`src/rtl/axis_adapter_arbiter.sv`:
```
// Round-robin arbiter that lends a single AXIS-to-AXI adapter to one requester at a time.
// Each grant carries one command and its stream traffic, and lasts until the adapter reports completion.
module axis_adapter_arbiter #(
    parameter int                   NUM_PORTS     = 4,
    parameter int                   DATA_WIDTH    = 32,
    parameter int                   ADDR_WIDTH    = 32,
    parameter int                   STRB_WIDTH    = 4,
    parameter logic [NUM_PORTS-1:0] AXI_LAST_MASK = '0
) (
    input  logic                             aclk,
    input  logic                             resetn,
    input  logic [NUM_PORTS-1:0]             req_valid,
    input  logic [NUM_PORTS*ADDR_WIDTH-1:0]  req_addr,
    input  logic [NUM_PORTS*ADDR_WIDTH-1:0]  req_beats,
    output logic [NUM_PORTS-1:0]             req_ready,
    input  logic [NUM_PORTS*DATA_WIDTH-1:0]  wr_data,
    input  logic [NUM_PORTS*STRB_WIDTH-1:0]  wr_strb,
    input  logic [NUM_PORTS-1:0]             wr_last,
    input  logic [NUM_PORTS-1:0]             wr_valid,
    output logic [NUM_PORTS-1:0]             wr_ready,
    output logic [DATA_WIDTH-1:0]            rd_data,
    output logic [STRB_WIDTH-1:0]            rd_strb,
    output logic                             rd_last,
    output logic [NUM_PORTS-1:0]             rd_valid,
    input  logic [NUM_PORTS-1:0]             rd_ready,
    output logic                             ad_avalid,
    output logic [ADDR_WIDTH-1:0]            ad_aaddr,
    output logic [ADDR_WIDTH-1:0]            ad_abeats,
    input  logic                             ad_aready,
    output logic                             ad_enableAxiLast,
    output logic [DATA_WIDTH-1:0]            ad_sxdata,
    output logic [STRB_WIDTH-1:0]            ad_sxstrb,
    output logic                             ad_sxlast,
    output logic                             ad_sxvalid,
    input  logic                             ad_sxready,
    input  logic [DATA_WIDTH-1:0]            ad_mxdata,
    input  logic [STRB_WIDTH-1:0]            ad_mxstrb,
    input  logic                             ad_mxlast,
    input  logic                             ad_mxvalid,
    output logic                             ad_mxready,
    output logic [NUM_PORTS-1:0]             grant,
    output logic                             busy
);

    localparam int PTR_W = $clog2(NUM_PORTS);

    typedef enum logic [1:0] {IDLE, GRANT, DONE} state_t;

    state_t                 state_q, state_d;
    logic [NUM_PORTS-1:0]   grant_q, grant_d;
    logic [NUM_PORTS-1:0]   req_ready_q, req_ready_d;
    logic [PTR_W-1:0]       ptr_q, ptr_d;
    logic [PTR_W-1:0]       cur_q, cur_d;
    logic [ADDR_WIDTH-1:0]  aaddr_q, aaddr_d;
    logic [ADDR_WIDTH-1:0]  abeats_q, abeats_d;
    logic                   axilast_q, axilast_d;
    logic                   found;
    logic [PTR_W-1:0]       sel;

    function automatic logic [PTR_W-1:0] wrap_add(input logic [PTR_W-1:0] p, input int k);
        int s;
        s = int'(p) + k;
        if (s >= NUM_PORTS) s = s - NUM_PORTS;
        return PTR_W'(s);
    endfunction

    // First requesting port at or after the pointer, wrapping around.
    always_comb begin
        found = 1'b0;
        sel   = ptr_q;
        for (int k = 0; k < NUM_PORTS; k++) begin
            if (!found && req_valid[wrap_add(ptr_q, k)]) begin
                found = 1'b1;
                sel   = wrap_add(ptr_q, k);
            end
        end
    end

    always_ff @(posedge aclk or negedge resetn) begin
        if (!resetn) begin
            state_q     <= IDLE;
            grant_q     <= '0;
            req_ready_q <= '0;
            ptr_q       <= '0;
            cur_q       <= '0;
            aaddr_q     <= '0;
            abeats_q    <= '0;
            axilast_q   <= 1'b0;
        end else begin
            state_q     <= state_d;
            grant_q     <= grant_d;
            req_ready_q <= req_ready_d;
            ptr_q       <= ptr_d;
            cur_q       <= cur_d;
            aaddr_q     <= aaddr_d;
            abeats_q    <= abeats_d;
            axilast_q   <= axilast_d;
        end
    end

    always_comb begin
        state_d     = state_q;
        grant_d     = grant_q;
        req_ready_d = '0;
        ptr_d       = ptr_q;
        cur_d       = cur_q;
        aaddr_d     = aaddr_q;
        abeats_d    = abeats_q;
        axilast_d   = axilast_q;
        unique case (state_q)
            IDLE: begin
                if (found) begin
                    // A zero-beat command completes immediately without ever reaching the adapter.
                    if (req_beats[int'(sel)*ADDR_WIDTH +: ADDR_WIDTH] == '0) begin
                        state_d          = DONE;
                        req_ready_d[sel] = 1'b1;
                        ptr_d            = wrap_add(sel, 1);
                    end else begin
                        state_d   = GRANT;
                        grant_d   = NUM_PORTS'(1) << sel;
                        cur_d     = sel;
                        aaddr_d   = req_addr[int'(sel)*ADDR_WIDTH +: ADDR_WIDTH];
                        abeats_d  = req_beats[int'(sel)*ADDR_WIDTH +: ADDR_WIDTH];
                        axilast_d = AXI_LAST_MASK[sel];
                    end
                end
            end
            GRANT: begin
                if (ad_aready) begin
                    state_d            = DONE;
                    grant_d            = '0;
                    req_ready_d[cur_q] = 1'b1;
                    ptr_d              = wrap_add(cur_q, 1);
                end
            end
            DONE:    state_d = IDLE;
            default: state_d = IDLE;
        endcase
    end

    assign grant            = grant_q;
    assign busy             = (state_q == GRANT);
    assign ad_avalid        = (state_q == GRANT);
    assign req_ready        = req_ready_q;
    assign ad_aaddr         = aaddr_q;
    assign ad_abeats        = abeats_q;
    assign ad_enableAxiLast = axilast_q;

    // Write stream mux; with no grant every field stays zero.
    always_comb begin
        ad_sxdata  = '0;
        ad_sxstrb  = '0;
        ad_sxlast  = 1'b0;
        ad_sxvalid = 1'b0;
        for (int i = 0; i < NUM_PORTS; i++) begin
            if (grant_q[i]) begin
                ad_sxdata  = wr_data[i*DATA_WIDTH +: DATA_WIDTH];
                ad_sxstrb  = wr_strb[i*STRB_WIDTH +: STRB_WIDTH];
                ad_sxlast  = wr_last[i];
                ad_sxvalid = wr_valid[i];
            end
        end
    end

    assign wr_ready   = grant_q & {NUM_PORTS{ad_sxready}};
    assign rd_valid   = grant_q & {NUM_PORTS{ad_mxvalid}};
    assign ad_mxready = |(grant_q & rd_ready);
    assign rd_data    = ad_mxdata;
    assign rd_strb    = ad_mxstrb;
    assign rd_last    = ad_mxlast;

endmodule

```
`config.mk`:
```
export PLATFORM = sky130hd
export DESIGN_NAME = axis_adapter_arbiter
export DESIGN_NICKNAME = d
export VERILOG_FILES = /design/src/rtl/axis_adapter_arbiter.sv
export SDC_FILE = /design/constraint.sdc
export NUM_CORES = 1
export LEC_CHECK = 0
export BUFFER_PORTS_ARGS = -buffer_cell sky130_fd_sc_hd__buf_2
export CORE_AREA = 4 4 241 243
export DETAILED_ROUTE_END_ITERATION = 8
export DIE_AREA = 0 0 245 247
export GPL_ROUTABILITY_DRIVEN = 0
export PLACE_DENSITY = 0.33
export SYNTH_ARGS = -nofsm -noshare
export SYNTH_HDL_FRONTEND = slang
export SYNTH_SLANG_ARGS = --single-unit
```
`constraint.sdc`:
```
create_clock -name aclk -period 3.81 [get_ports aclk]
set_input_delay 0.381 -clock aclk [delete_from_list [all_inputs] [get_ports aclk]]
set_output_delay 0.381 -clock aclk [all_outputs]
set_load 0.05 [all_outputs]
```
## Yosys cells after proc, flatten, opt, wreduce, memory -nomap -nowiden

Index checks and enable logic that the tools add are counted.

- Eq/ne operators: 5
- Bitwise gates (word level): 4
- $add $sub $neg: 11
- Mux-type cells: 60
- Reduce and logical (&&, ||, !) cells: 16
- Shifts and indexed selects: 3
- $lt $le $gt $ge: 14

Operator list:

| cell | count |
|---|---|
| $shiftx 128x8->32 | 2 |
| $mux 32 | 4 |
| $mux 4 | 10 |
| $logic_not 32->1 | 1 |
| $mux 2 | 16 |
| $mux 1 | 19 |
| $lt 2x3->1 const B | 6 |
| $pmux 4 s2 | 2 |
| $ge 3x3->1 const B | 5 |
| $and 4x4->4 | 3 |
| $sub 2x1->2 const B | 6 |
| $bmux 1 s2 | 5 |
| $add 2x1->3 const B | 3 |
| $pmux 2 s2 | 2 |
| $reduce_and 4->1 | 2 |
| $add 2x2->3 const B | 2 |
| $ne 2x2->1 const B | 3 |
| $logic_and 1x1->1 | 5 |
| $demux 1 s2 | 2 |
| $ge 2x1->1 const B | 2 |
| $reduce_or 4->1 | 1 |
| $shl 1x2->4 const A | 1 |
| $ge 2x3->1 const B | 1 |
| $logic_not 1->1 | 3 |
| other kinds (7) | 7 |

- Output and inout bits: 159
- Input port bits: 458
- Register bits: 79

## Depth between registers and ports, before layout

- Depth after elaboration: 21
- Mapped depth: 12

## Least setup slack after synthesis

No wires, ideal clock.

- Path type: input to register
- From: input req_valid[0]
- To: register aaddr_q[10], in the netlist ad_aaddr[10]
- Required time: 3.682 ns
- Arrival time: 3.406 ns
- Library setup time: 0.128 ns
- Slack: 0.276 ns
- Stages: 10
- Cell sequence: nor2b_2 > a2111oi_0 > or2_2 > clkbuf_1 > mux4_2 > nor4_1 > nand4_1 > o21ai_4 > buf_6 > mux2_1

- Longest elaborated chain between the ends: 16
- Elaborated cells on any way between the ends: 27

RTL lines:

| what | line | RTL |
|---|---|---|
| start: declaration | 12 | `input logic [NUM_PORTS-1:0] req_valid,` |
| $bmux 1 s2 | 72 | `if (!found && req_valid[wrap_add(ptr_q, k)]) begin` |
| $mux 1 (implied by the code) | 72 |  |
| $mux 1 | 72 |  |
| $logic_not 1->1 | 72 |  |
| $logic_and 1x1->1 | 72 |  |
| $mux 1 | 72 |  |
| $logic_not 1->1 | 72 |  |
| $logic_and 1x1->1 | 72 |  |
| $mux 1 | 72 |  |
| $logic_not 1->1 | 72 |  |
| $logic_and 1x1->1 | 72 |  |
| $mux 2 | 72 |  |
| $shiftx 128x8->32 | 114 | `if (req_beats[int'(sel)*ADDR_WIDTH +: ADDR_WIDTH] == '0) begin` |
| $logic_not 32->1 | 114 |  |
| $not 1->1 (no line) | -- |  |
| $reduce_and 3->1 (no line) | -- |  |
| end signal: assignment | 95 | `aaddr_q <= aaddr_d;` |
| end: declaration | 54 | `logic [ADDR_WIDTH-1:0] aaddr_q, aaddr_d;` |

Parallel ways exist; a longest one is shown, timed or not. The select of a mux whose other input is x is not followed.
A chain may end at the register's enable or synchronous reset.

## Worst setup path in the final report

- From: register ptr_q[0]
- To: register aaddr_q[9], in the netlist ad_aaddr[9]

- Longest elaborated chain between the ends: 18
- Elaborated cells on any way between the ends: 42

RTL lines:

| what | line | RTL |
|---|---|---|
| start: declaration | 52 | `logic [PTR_W-1:0] ptr_q, ptr_d;` |
| start signal: assignment | 93 | `ptr_q <= ptr_d;` |
| branches (longest 18 deep; another with $add 2x1->3) | -- |  |

Parallel ways; which one is timed is not known. The select of a mux whose other input is x is not followed.

==> impl_metrics.prom <==
# TYPE chip_impl_metric gauge
chip_impl_metric{name="buffer_ports.inserted",unit=""} 541
chip_impl_info{name="synth_top_cell_by_area",value="sky130_fd_sc_hd__dfrtp_1"} 1
chip_impl_metric{name="fin_util",unit="%"} 18.5
chip_impl_metric{name="worst_slew_pin_slew",unit="ps"} 874
chip_impl_info{name="cts_tree",value="yes"} 1
chip_impl_metric{name="synth_sequential_area_ratio",unit="%"} 30.1
chip_impl_metric{name="number_of_global_route_vias_before_repair",unit=""} 7495
chip_impl_metric{name="met3RoutedLength",unit="um"} 3260
chip_impl_metric{name="die_h",unit="um"} 247
chip_impl_info{name="cpMaxStageDelayCell",value="sky130_fd_sc_hd__mux4_2"} 1
chip_impl_metric{name="first_pass_iters",unit=""} 4
chip_impl_metric{name="fmaxAchievable",unit="MHz"} 276
chip_impl_metric{name="dpl.cell_count",unit=""} 1837
chip_impl_metric{name="final_nets",unit=""} 1551
chip_impl_metric{name="gr-total-overflow",unit=""} 0
chip_impl_metric{name="peak_supply_drop",unit="mV"} 0.342
chip_impl_metric{name="cp_num_buf_inv",unit=""} 6
chip_impl_metric{name="die_x",unit="um"} 245
chip_impl_info{name="rr_endpoint",value="ad_aaddr[9]$_DFFE_PN0P_"} 1
chip_impl_metric{name="ff2ff_setup_slack",unit="ps"} 180
chip_impl_metric{name="wl",unit="um"} 31000
chip_impl_metric{name="antenna_found_initial",unit=""} 4
chip_impl_info{name="run_status",value="finished, final reports clean"} 1
chip_impl_metric{name="cap_violations",unit=""} 0
chip_impl_info{name="worstSetupStartpointType",value="register"} 1
chip_impl_metric{name="slowest_delay",unit="ps"} 560
chip_impl_metric{name="row_count",unit=""} 87
chip_impl_metric{name="core_area",unit="um2"} 56000
chip_impl_info{name="worstSetupPathType",value="register to register"} 1
chip_impl_metric{name="ff2ff_path_depth",unit=""} 14
chip_impl_metric{name="routedLengthMet1",unit="um"} 11100
chip_impl_metric{name="die_area",unit="um2"} 60500
chip_impl_metric{name="vias_per_cell",unit=""} 3.66
chip_impl_metric{name="number_of_nets_in_the_synthesized_netlist",unit=""} 1031
chip_impl_metric{name="post_layout_nonfiller_instances",unit=""} 1857
chip_impl_info{name="crit_family",value="buffers and inverters"} 1
chip_impl_metric{name="crit_fanout",unit=""} 28
chip_impl_info{name="clock-root-buffer",value="sky130_fd_sc_hd__clkbuf_16"} 1
chip_impl_info{name="crit_chain",value="buf_4 -> nor2b_1 -> o21ai_2 -> o221ai_4 -> buf_12 -> mux4_2 -> nor4_1 -> buf_4 -> nand4_1 -> buf_4 -> o21ai_4 -> buf_12 -> buf_12 -> mux2_1"} 1
chip_impl_metric{name="proportion_of_layout_cells_with_a_drive_suffix_above_1",unit="%"} 68.3
chip_impl_metric{name="final-max-slew-violation-count",unit=""} 0
chip_impl_info{name="yosys-top-cells-area",value="sky130_fd_sc_hd__dfrtp_1 (30%), sky130_fd_sc_hd__mux4_2 (22%), sky130_fd_sc_hd__mux2_4 (14%), sky130_fd_sc_hd__buf_4 (4.8%), sky130_fd_sc_hd__a22oi_1 (4.5%)"} 1
chip_impl_metric{name="final_hold_viol_count",unit=""} 0
chip_impl_info{name="setup_repair_after_global_routing_missed_its_margin",value="no"} 1
chip_impl_metric{name="maxSlewHeadroom",unit="%"} 41.7
chip_impl_metric{name="cts_bufs_inserted",unit=""} 9
chip_impl_metric{name="cts_max_path_buffers",unit=""} 2
chip_impl_metric{name="ant_nets",unit=""} 0
chip_impl_metric{name="met2WireLength",unit="um"} 15700
chip_impl_metric{name="detailroute.via_count",unit=""} 6801
chip_impl_info{name="critPathCaptureType",value="register"} 1
chip_impl_metric{name="final.fill_count",unit=""} 6326
chip_impl_metric{name="final.min_clock_period",unit="ps"} 3630
chip_impl_metric{name="pin_count_of_the_biggest_net_entering_global_routing",unit=""} 47
chip_impl_info{name="top_layer",value="met5"} 1
chip_impl_metric{name="h-tree-depth",unit=""} 3
chip_impl_metric{name="clkLatencyLatePin",unit="ps"} 370
chip_impl_info{name="worstHoldPathType",value="input port to register"} 1
chip_impl_info{name="worst_hold_path.endpoint",value="state_q[0]$_DFFE_PN0P_"} 1
chip_impl_metric{name="clk_pin_slew",unit="ps"} 70
chip_impl_metric{name="min_delay_path_depth",unit=""} 2
chip_impl_metric{name="endpoint_arrival_time_on_the_critical_path",unit="ps"} 3880
chip_impl_metric{name="power_per_cell_area",unit="nW/um2"} 952
chip_impl_metric{name="finClkSkew",unit="ps"} 9.34
chip_impl_metric{name="remaining_drc_errors",unit=""} 0
chip_impl_metric{name="floorplan.initialDensity",unit="%"} 11.6
chip_impl_metric{name="synth_cell_type_count",unit=""} 46
chip_impl_metric{name="timing.final.setup_violations",unit=""} 0
chip_impl_metric{name="post-dp-hpwl",unit="um"} 26800
chip_impl_metric{name="timing.critical_path.depth",unit=""} 14
chip_impl_metric{name="finalCritPeriodShare",unit="%"} 95.2
chip_impl_metric{name="io-pin-count",unit=""} 617
chip_impl_metric{name="synth_cells",unit=""} 573
chip_impl_info{name="hold_path_startpoint",value="ad_aready"} 1
chip_impl_metric{name="grt_first_pass_wirelength",unit="um"} 44600
chip_impl_metric{name="post_drt_wl_per_cell",unit="um"} 16.7
chip_impl_metric{name="required_arrival_time_at_the_worst_endpoint",unit="ps"} 4070
chip_impl_metric{name="drt-initial-drc-count",unit=""} 203
chip_impl_metric{name="leakage_power_of_the_design",unit="uW"} 0.00500
chip_impl_metric{name="synth_top_area_share",unit="%"} 30.1
chip_impl_metric{name="mapped_cell_area",unit="um2"} 6480
chip_impl_metric{name="synth_warnings",unit=""} 0
chip_impl_metric{name="globalRouteTotalUtil",unit="%"} 9.80
chip_impl_metric{name="numClockSinks",unit=""} 78
chip_impl_metric{name="flow.area_growth_from_synthesis",unit="%"} 60.1
chip_impl_metric{name="post_synth.cell_area_avg",unit="um2"} 11.3
chip_impl_info{name="reg2reg_from",value="ptr_q[0]$_DFFE_PN0P_"} 1
chip_impl_metric{name="synth_seq_cells",unit=""} 78
==> cells in the final DEF, fill, tap and decap left out, types with 2 or more instances in the layout <==
| cell | Yosys | routed |
|---|---|---|
| sky130_fd_sc_hd__buf_2 | 3 | 540 |
| sky130_fd_sc_hd__dfrtp_1 | 78 | 74 |
| sky130_fd_sc_hd__mux4_2 | 64 | 64 |
| sky130_fd_sc_hd__mux2_4 | 60 | 60 |
| sky130_fd_sc_hd__buf_4 | 41 | 50 |
| sky130_fd_sc_hd__nor2_1 | 47 | 47 |
| sky130_fd_sc_hd__nand2_1 | 45 | 45 |
| sky130_fd_sc_hd__a21oi_1 | 44 | 44 |
| sky130_fd_sc_hd__a22oi_1 | 39 | 39 |
| sky130_fd_sc_hd__o21ai_1 | 33 | 33 |
| sky130_fd_sc_hd__nor4_1 | 10 | 9 |
| sky130_fd_sc_hd__clkbuf_16 | 0 | 9 |
| sky130_fd_sc_hd__o21ai_0 | 8 | 8 |
| sky130_fd_sc_hd__and2_1 | 8 | 8 |
| sky130_fd_sc_hd__buf_12 | 6 | 6 |
| sky130_fd_sc_hd__o2bb2ai_1 | 5 | 5 |
| sky130_fd_sc_hd__inv_1 | 4 | 4 |
| sky130_fd_sc_hd__nand4_1 | 4 | 4 |
| sky130_fd_sc_hd__mux2_1 | 4 | 4 |
| sky130_fd_sc_hd__dfrtp_2 | 0 | 4 |
| sky130_fd_sc_hd__diode_2 | 0 | 3 |
| sky130_fd_sc_hd__nand2b_1 | 2 | 2 |
| sky130_fd_sc_hd__nor2b_2 | 1 | 2 |
| sky130_fd_sc_hd__nor2b_1 | 3 | 2 |
| sky130_fd_sc_hd__nor3_1 | 2 | 2 |
| sky130_fd_sc_hd__a32o_1 | 2 | 2 |
| sky130_fd_sc_hd__and4_1 | 2 | 2 |
| sky130_fd_sc_hd__nand3_1 | 2 | 2 |
| sky130_fd_sc_hd__bufinv_16 | 0 | 2 |
| sky130_fd_sc_hd__clkinv_2 | 0 | 2 |
| sky130_fd_sc_hd__clkinv_4 | 0 | 2 |
==> per-layer routing <==
layer | vias to the layer above | GRT usage [%]
li1 | 3190 | -
met1 | 3163 | 9.74
met2 | 414 | 17.7
met3 | 32 | 4.33
met4 | 2 | 4.25
met5 | - | 0
==> what timing repair did <==
action                                 CTS  global route
hold buffers                             1             0
setup endpoints to repair                0            64
endpoints found under the hold margin   25             0
gates resized for setup                  0             2
setup buffers                            0             0
==> metrics by stage <==
step	hold WS, ps	TNS (ps)	worst slack [ps]	power [uW]	area [um2]
floorplan	85.4	0	276	7160	6480
global route	324	0	26.4	10500	10400
detailed placement	324	-422	-42.7	9040	10000
global placement	322	-962	-42.1	9050	10000
finish	335	0	184	9870	10400
CTS	284	0	113	10100	10400
==> worst reg2reg max path: cells and delay by family (launching register included) <==
kind | cells | cell delay, ps
multiplexers | 2 | 930
AO/OA/AOI/OAI | 3 | 360
buffers and inverters | 6 | 1150
AND/OR/NAND/NOR | 3 | 670
flip-flops | 1 | 390
==> worst max-delay path by stage <==
stage / start / end / slack [ps]
detailed placement: req_valid[0] / ad_aaddr[10]$_DFFE_PN0P_ / -40
global placement: req_valid[0] / ad_aaddr[9]$_DFFE_PN0P_ / -40
CTS: ptr_q[1]$_DFFE_PN0P_ / ad_aaddr[10]$_DFFE_PN0P_ / 110
finish: ptr_q[0]$_DFFE_PN0P_ / ad_aaddr[9]$_DFFE_PN0P_ / 180
floorplan: req_valid[0] / ad_aaddr[10]$_DFFE_PN0P_ / 280
global route: ptr_q[0]$_DFFE_PN0P_ / ad_aaddr[8]$_DFFE_PN0P_ / 30
==> synth_stat cells, drive strengths merged <==
cell type and number:
a31o 1, o211a 1, dfrtp 78, o211ai 1, mux4 64, xnor2 1
nor3 2, buf 59, a22oi 39, nand3 2, o221ai 1, and4 2
and2 8, nand2b 2, a32oi 1, inv 4, nor2 47, conb 1
nor4 10, o21a 1, a211oi 1, o2bb2ai 5, or3 1, nand2 45
or2 2, o21ai 43, mux2 65, a2111oi 1, mux2i 1, a21oi 45
clkbuf 29, a32o 2, nor2b 4, nand4 4
==> cells by family (layout without fill, tap and decap cells) <==
| logic type | after synthesis | count (layout) | share of synthesized area [%] |
|---|---|---|---|
| XOR/XNOR | 1 | 1 | 0.135 |
| buffers and inverters | 92 | 617 | 9.62 |
| AO/OA/AOI/OAI | 142 | 142 | 13.9 |
| multiplexers | 130 | 130 | 37.2 |
| AND/OR/NAND/NOR | 129 | 129 | 8.95 |
| flip-flops | 78 | 78 | 30.1 |
| other | 1 | 4 | 0.0579 |
==> flip-flops by register name (all words and copies together) (netlist names) <==
signal and count:
cur_q 2, ad_abeats 32, ad_aaddr 32, state_q 2
grant 4, ptr_q 2, req_ready 4
==> area by class of cell <==
class                      instances  area [um2]  area share, %
timing repair buffer             597        3210           30.9
multi-input combinational        403        3910           37.7
clock buffer                       9         225           2.17
inverter                           4        15.0          0.145
sequential                        78        1960           18.9
clock inverter                     7        96.3          0.929
antenna                            3        7.51         0.0724
tap                              756         946           9.12
==> power breakdown <==
group          switching (uW)  internal [uW]
registers                 398           1260
clock network             389            575
logic                    4550           2700
total                    5340           4530
Power figures use the tool's default switching activity.
